## src/rtl/ex_mult_pkg.sv

```systemverilog
// Shared types and helpers for the iterative EX-stage multiplier.
package ex_mult_pkg;

  typedef enum logic [1:0] {
    StIdle,
    StRun,
    StDone
  } state_e;

  // Elaboration-time ceil(log2(v)); sizes the iteration counter.
  function automatic int unsigned clog2(input int unsigned v);
    int unsigned r;
    r = 0;
    for (int unsigned i = 0; i < 32; i++) begin
      if ((32'd1 << i) < v) r = i + 1;
    end
    return r;
  endfunction

endpackage

```

## src/rtl/mult_step.sv

```systemverilog
// One shift-add iteration: acc + a * slice, truncated to the accumulator width.
module mult_step #(
  parameter int unsigned ACC_W = 64,
  parameter int unsigned BITS  = 4
) (
  input  logic [ACC_W-1:0] acc_i,
  input  logic [ACC_W-1:0] a_i,
  input  logic [BITS-1:0]  slice_i,
  output logic [ACC_W-1:0] sum_o
);

  logic [ACC_W-1:0] pp;

  always_comb begin
    pp = '0;
    for (int j = 0; j < BITS; j++) begin
      if (slice_i[j]) pp = pp + (a_i << j);
    end
    sum_o = acc_i + pp;
  end

endmodule

```

## src/rtl/ex_mult_iter.sv

```systemverilog
// Iterative shift-add multiplier for the EX stage; stalls the front of the pipe while busy.
// Define MULT_HIGH_EN to widen the accumulator and return the upper half when sel_hi_i is set.
module ex_mult_iter
  import ex_mult_pkg::*;
#(
  parameter int unsigned      DATA_W         = 64,
  parameter int unsigned      BITS_PER_CYCLE = 4,
  parameter logic [DATA_W-1:0] PRESET_VAL    = '0
) (
  input  logic              clk,
  input  logic              arst_n,
  input  logic              start_i,
  input  logic [DATA_W-1:0] op_a_i,
  input  logic [DATA_W-1:0] op_b_i,
  input  logic              sel_hi_i,
  input  logic              flush_i,
  output logic [DATA_W-1:0] result_o,
  output logic              done_o,
  output logic              busy_o,
  output logic              stall_o
);

  localparam int unsigned LAT   = DATA_W / BITS_PER_CYCLE;
  localparam int unsigned CNT_W = (clog2(LAT) > 0) ? clog2(LAT) : 1;
`ifdef MULT_HIGH_EN
  localparam int unsigned ACC_W = 2 * DATA_W;
`else
  localparam int unsigned ACC_W = DATA_W;
`endif

  state_e             state_q;
  logic [CNT_W-1:0]   cnt_q;
  logic [ACC_W-1:0]   acc_q;
  logic [ACC_W-1:0]   a_q;
  logic [DATA_W-1:0]  b_q;
  logic [DATA_W-1:0]  result_q;
  logic [ACC_W-1:0]   acc_nxt;
  logic [DATA_W-1:0]  final_res;
  logic               launch;

  assign launch = start_i & ~flush_i;

  // a_q is pre-shifted each cycle, so the step always weights the slice at bit 0.
  mult_step #(
    .ACC_W (ACC_W),
    .BITS  (BITS_PER_CYCLE)
  ) u_step (
    .acc_i   (acc_q),
    .a_i     (a_q),
    .slice_i (b_q[BITS_PER_CYCLE-1:0]),
    .sum_o   (acc_nxt)
  );

`ifdef MULT_HIGH_EN
  logic sel_q;
  assign final_res = sel_q ? acc_nxt[ACC_W-1:DATA_W] : acc_nxt[DATA_W-1:0];

  always_ff @(posedge clk or negedge arst_n) begin
    if (!arst_n) begin
      sel_q <= 1'b0;
    end else if (state_q == StIdle && launch) begin
      sel_q <= sel_hi_i;
    end
  end
`else
  logic unused_sel_hi;
  assign unused_sel_hi = sel_hi_i;
  assign final_res     = acc_nxt;
`endif

  always_ff @(posedge clk or negedge arst_n) begin
    if (!arst_n) begin
      state_q  <= StIdle;
      cnt_q    <= '0;
      acc_q    <= '0;
      a_q      <= '0;
      b_q      <= '0;
      result_q <= PRESET_VAL;
    end else begin
      unique case (state_q)
        StIdle: begin
          if (launch) begin
            a_q     <= ACC_W'(op_a_i);
            b_q     <= op_b_i;
            acc_q   <= '0;
            cnt_q   <= '0;
            state_q <= StRun;
          end
        end
        StRun: begin
          if (flush_i) begin
            state_q <= StIdle;
          end else begin
            acc_q <= acc_nxt;
            a_q   <= a_q << BITS_PER_CYCLE;
            b_q   <= b_q >> BITS_PER_CYCLE;
            cnt_q <= cnt_q + 1'b1;
            if (cnt_q == CNT_W'(LAT - 1)) begin
              result_q <= final_res;
              state_q  <= StDone;
            end
          end
        end
        // start_i still shows the finished instruction here, so it is ignored.
        StDone:  state_q <= StIdle;
        default: state_q <= StIdle;
      endcase
    end
  end

  assign result_o = result_q;
  assign done_o   = (state_q == StDone);
  assign busy_o   = (state_q == StRun);
  assign stall_o  = (state_q == StRun) | ((state_q == StIdle) & launch);

endmodule

```

## config.mk

```make
export PLATFORM = sky130hd
export DESIGN_NAME = ex_mult_iter
export DESIGN_NICKNAME = d
export VERILOG_FILES = /design/src/rtl/ex_mult_pkg.sv /design/src/rtl/mult_step.sv /design/src/rtl/ex_mult_iter.sv
export SDC_FILE = /design/constraint.sdc
export NUM_CORES = 1
export LEC_CHECK = 0
export ABC_CLOCK_PERIOD_IN_PS = 30000
export CORE_MARGIN = 4
export CORE_UTILIZATION = 35
export CTS_CLUSTER_SIZE = 30
export DETAILED_ROUTE_END_ITERATION = 6
export SYNTH_ARGS = -nofsm -noshare
export SYNTH_HDL_FRONTEND = slang
export SYNTH_SLANG_ARGS = --single-unit
```

## constraint.sdc

```tcl
create_clock -name clk -period 30 [get_ports clk]
set_input_delay 6 -clock clk [delete_from_list [all_inputs] [get_ports clk]]
set_output_delay 6 -clock clk [all_outputs]
set_load 0.02 [all_outputs]
```

After elaboration in Yosys (flattened, before gate mapping)

Index checks and enable logic that the tools add are counted.

Flip-flop bits (word level): 262
Latch bits: 0
RAM bits: 0
Bits in read-only memories: 0
Output and inout port bits: 67
Memories kept: 0

$add $sub $neg: 5
$mul: 0
Divide/modulo/power cells: 0
$lt $le $gt $ge: 0
Equality and inequality tests: 6
Shifts and indexed selects: 0
Multiplexer cells: 20
Bitwise operators: 4
Reduce and logical (&&, ||, !) cells: 5

Operators by type and width:

| cell                | count |
|---|---|
| $mux 64             | 10 |
| $pmux 64 s2         | 3 |
| $add 64x64->64      | 4 |
| $mux 4              | 2 |
| $pmux 4 s2          | 1 |
| $mux 2              | 3 |
| $reduce_and 3->1    | 2 |
| $add 4x1->4 const B | 1 |
| $eq 4x4->1 const B  | 1 |
| $ne 2x2->1 const B  | 2 |
| $pmux 2 s2          | 1 |
| $ne 3x2->1 const B  | 1 |
| $and 1x1->1         | 2 |
| $eq 2x1->1 const B  | 1 |
| $eq 2x2->1 const B  | 1 |
| $logic_not 2->1     | 1 |
| $reduce_and 2->1    | 1 |
| $reduce_bool 2->1   | 1 |
| $not 1->1           | 1 |
| $or 1x1->1          | 1 |

Longest topological paths before layout

Word-level depth: 10
Mapped depth: 59
Gate-level depth less buffers: 53

Cells and area by module

Synthesis repeated with hierarchy kept, for this count alone.

Cell total of the unflattened synthesis: 3,344
Area total of the unflattened synthesis: 27,506.4 um^2

Modules (own cells, without submodules):

| module       | times used | cells each | area an instance (um^2) |
|---|---|---|---|
| mult_step    | 1          | 2,488      | 16,679.7 |
| ex_mult_iter | 1          | 856        | 10,826.6 |

Worst setup path before layout

Ideal clock, no wire load.

Path kind: input port to output port
Start point: in flush_i
End point: out stall_o
Arrival: 6.509 ns
Required time: 24.000 ns
Slack: 17.491 ns
Cell stages on the path: 2
Buffers on the path: 0
Path through: nand2b_1 > a21oi_1

Longest elaborated chain between the ends: 4

RTL lines:

| element             | RTL line            | text |
|---|---|---|
| from (decl)         | ex_mult_iter.sv:16  | `input logic flush_i,` |
| $not 1->1 (no line) | n/a                 |  |
| $and 1x1->1         | ex_mult_iter.sv:41  | `assign launch = start_i & ~flush_i;` |
| $and 1x1->1         | ex_mult_iter.sv:114 | `assign stall_o = (state_q == StRun) \| ((state_q == StIdle) & launch);` |
| $or 1x1->1          | ex_mult_iter.sv:114 |  |
| to (decl)           | ex_mult_iter.sv:20  | `output logic stall_o` |

Every way passes these cells.

Worst setup path after layout

Ends and elaborated chain as after synthesis.

==> flow_summary.yaml <==
synth:
  synth_area_leader_cell: "dfrtp_1"
  synth_edf_count: 0
  ys_ff_latch: 262
  synthesis.area_sq_um: 26300
  yosysSeqAreaShare_pct: 25.0
  synthFlopType: "dfrtp_1"
  synth_top_area_share_pct: 25.0
  synth_nets: 3744
  avgSynthCellArea_sq_um: 7.81
  post-synth-top-count-cell: "nand2_1"
  synthCells: 3365
  synthDistinctLibCells: 87
  yosys-top-cells-area: "dfrtp_1 (25%), ha_1 (12%), nand2_1 (8.9%)"
  ys_top_cells_by_count: "nand2_1 (621), a21oi_1 (297), dfrtp_1 (262)"
  async_flop_share_pct: 100
  yosysWarnings: 0
die:
  dieArea_sq_um: 79500
  boundaryPins: 200
  die_w_microns: 282
  core-area_sq_um: 74400
  std_cell_rows: 100
  die_h_microns: 282
  start_util_pct: 35.3
critical_path:
  worst_setup_path_start_kind: "primary input"
  cp_slowest_cell: "clkdlybuf4s50_1"
  worstSetupPathType: "primary input to output port"
  crit_path_frequent_cell: "clkdlybuf4s50_1"
  crit_path_max_fanout: 4
  critical_path_buf_inv_count: 2
  cp.arrival_ps: 7480
  slowest_delay_ps: 620
  crit_family: "buffers and inverters"
  worst-endpoint-required_ps: 24000
  endpoint_kind: "output port"
  path_cells: "clkdlybuf4s50_1 > nand2b_1 > a21oi_1 > clkdlybuf4s50_1"
clocking:
  clk_pin_slew_ps: 60
  cts_tree: "done"
  root_buffer: "clkbuf_16"
  clkSinkCount: 262
  htree_levels: 2
  cts_buffer_depth: 3
  cts_buffers: 34
  clk_latency_ps: 580
  ctsHoldBuffers: 0
  postCtsSetupBuffers: 0
  cts_resized: 0
global_route:
  grt_antenna_before_repair: 0
  grt_max_degree: 156
  grt.overflow.total: 0
  grt_pass1_wl_mm: 127
  grtUsageTotal_pct: 19.4
  grt_pass1_vias: 23329
power_and_ir_drop:
  power.total_w: 0.00335
  power_leakage_nw: 14.7
  power_density_nw_per_um2: 111
  ir_drop_mv: 0.0502
sta:
  rsz0062_at_grt: "no"
  slew_headroom_pct: 26.2
  finalSetupViolCount: 0
  min_period_ps: 13480
  worst_slew_pin_slew_ps: 1110
  clock_skew_ps: 19.9
  slew_viol_final: 0
  tns_ps: 0
  hold_viol: 0
  max_freq_ghz: 0.0742
  finalCritPeriodShare_pct: 44.9
placement:
  gp_congestion: 0.955
  port-buffer-count: 198
  dp_hpwl_mm: 59.6
detailed_routing:
  routed_wl_mm: 79.2
  vias: 24377
  vias_per_cell: 5.50
  drtPass1Iterations: 5
  drc: 0
  post_drt_wl_per_cell_microns: 17.9
  ant_nets: 0
  drtIter0Drc: 1593
outcome:
  outcome: "completed"
layout:
  fin_nets: 3821
  drive_gt1_share_pct: 5.63
  syn_to_final_growth_pct: 14.8
  antenna-diode-count: 0
run:
  cap_violations: 0
min_path:
  holdCritPathClass: "flop to flop"
metrics by stage:
stage	util (%)	area [sq um]	hold slack (ps)	setup slack (ps)	instances
2_1_floorplan	-	26300	446	17490	3365
3_3_place_gp	38.9	29000	459	16520	4375
3_5_place_dp	38.9	29000	462	16500	4375
4_1_cts	40.5	30200	478	16500	4434
5_1_grt	40.5	30200	490	16460	4434
6_report	40.5	30200	473	16520	4434
kinds of logic (layout without fill, tap and decap cells):
| group | count (synthesis) | count (layout) | synth area share, % |
|---|---|---|---|
| DFF | 262 | 262 | 25.0 |
| muxes | 101 | 101 | 4.29 |
| buffers and inverters | 290 | 390 | 4.18 |
| AOI/OAI and AO/OA | 1124 | 1124 | 28.4 |
| and+or+nand+nor | 1107 | 1107 | 18.5 |
| xor gates and xnor gates | 235 | 235 | 7.84 |
| adders and majority gates | 246 | 246 | 11.8 |
state kept, by name (all words and copies together) (netlist names):
signal and cells:
a_q 64, acc_q 64, b_q 64, result_o 64, cnt_q 4, state_q 2
metal layers:
metal  wire length (microns)  share of wire (%)  track usage, %
met5                       0                  0               0
met4                    1960                2.5            5.08
met3                    4960                6.3            3.41
met2                   32900                 42            29.0
met1                   39400                 50            28.9
power by group:
part / internal [W] / switching [W] / total [W]
sequential: 0.000430 / 0.000120 / 0.000550
combinational: 0.000973 / 0.00139 / 0.00236
clock: 0.000255 / 0.000182 / 0.000437
cell usage in the layout (no fill, tap or decap), types with 24 or more instances in the layout:
| cell | count |
|---|---|
| nand4_1 | 52 |
| dfrtp_1 | 258 |
| xor2_1 | 90 |
| a22o_1 | 65 |
| a21oi_1 | 297 |
| and2_1 | 43 |
| xnor2_1 | 145 |
| a211oi_1 | 24 |
| nand3_1 | 36 |
| mux2_2 | 89 |
| ha_1 | 242 |
| nand2_1 | 621 |
| nand2b_1 | 29 |
| inv_1 | 117 |
| o21ai_0 | 149 |
| o21a_1 | 33 |
| a22oi_1 | 122 |
| o21ai_1 | 51 |
| a31oi_1 | 35 |
| o21bai_1 | 41 |
| a21o_1 | 163 |
| nor2_1 | 197 |
| clkdlybuf4s50_1 | 197 |
| nor3_1 | 24 |
| clkbuf_16 | 34 |
| nor2b_1 | 25 |
path summary, 6_finish.rpt:
kind / startpoint / to / slack (ps) / cells after the start
worst max-delay path: flush_i / stall_o / 16520 / 4
min in group asynchronous: arst_n / a_q[45] / 5350 / 1
max in group asynchronous: arst_n / b_q[52] / 22720 / 3
worst min-delay path: b_q[5] / b_q[5] / 470 / 2
worst min register to register: b_q[5] / b_q[5] / 470 / 2
worst max register to register: b_q[0] / result_o[63] / 17880 / 50
worst min-delay path, delay by kind of cell, from the launching register on:
kind | cells | cell delay, ps
flops | 1 | 340
simple gates | 2 | 100
layout make-up:
type / instances / area (sq um)
clock buffers: 42 / 911
fillers: 7521 / 44300
clock inverters: 17 / 267
repair buffers: 212 / 2120
inverters: 119 / 447
well taps: 969 / 1210
multi-input cells: 2813 / 18600
flip-flops and latches: 262 / 6560
No activity file was read; power rests on OpenSTA's default activity.
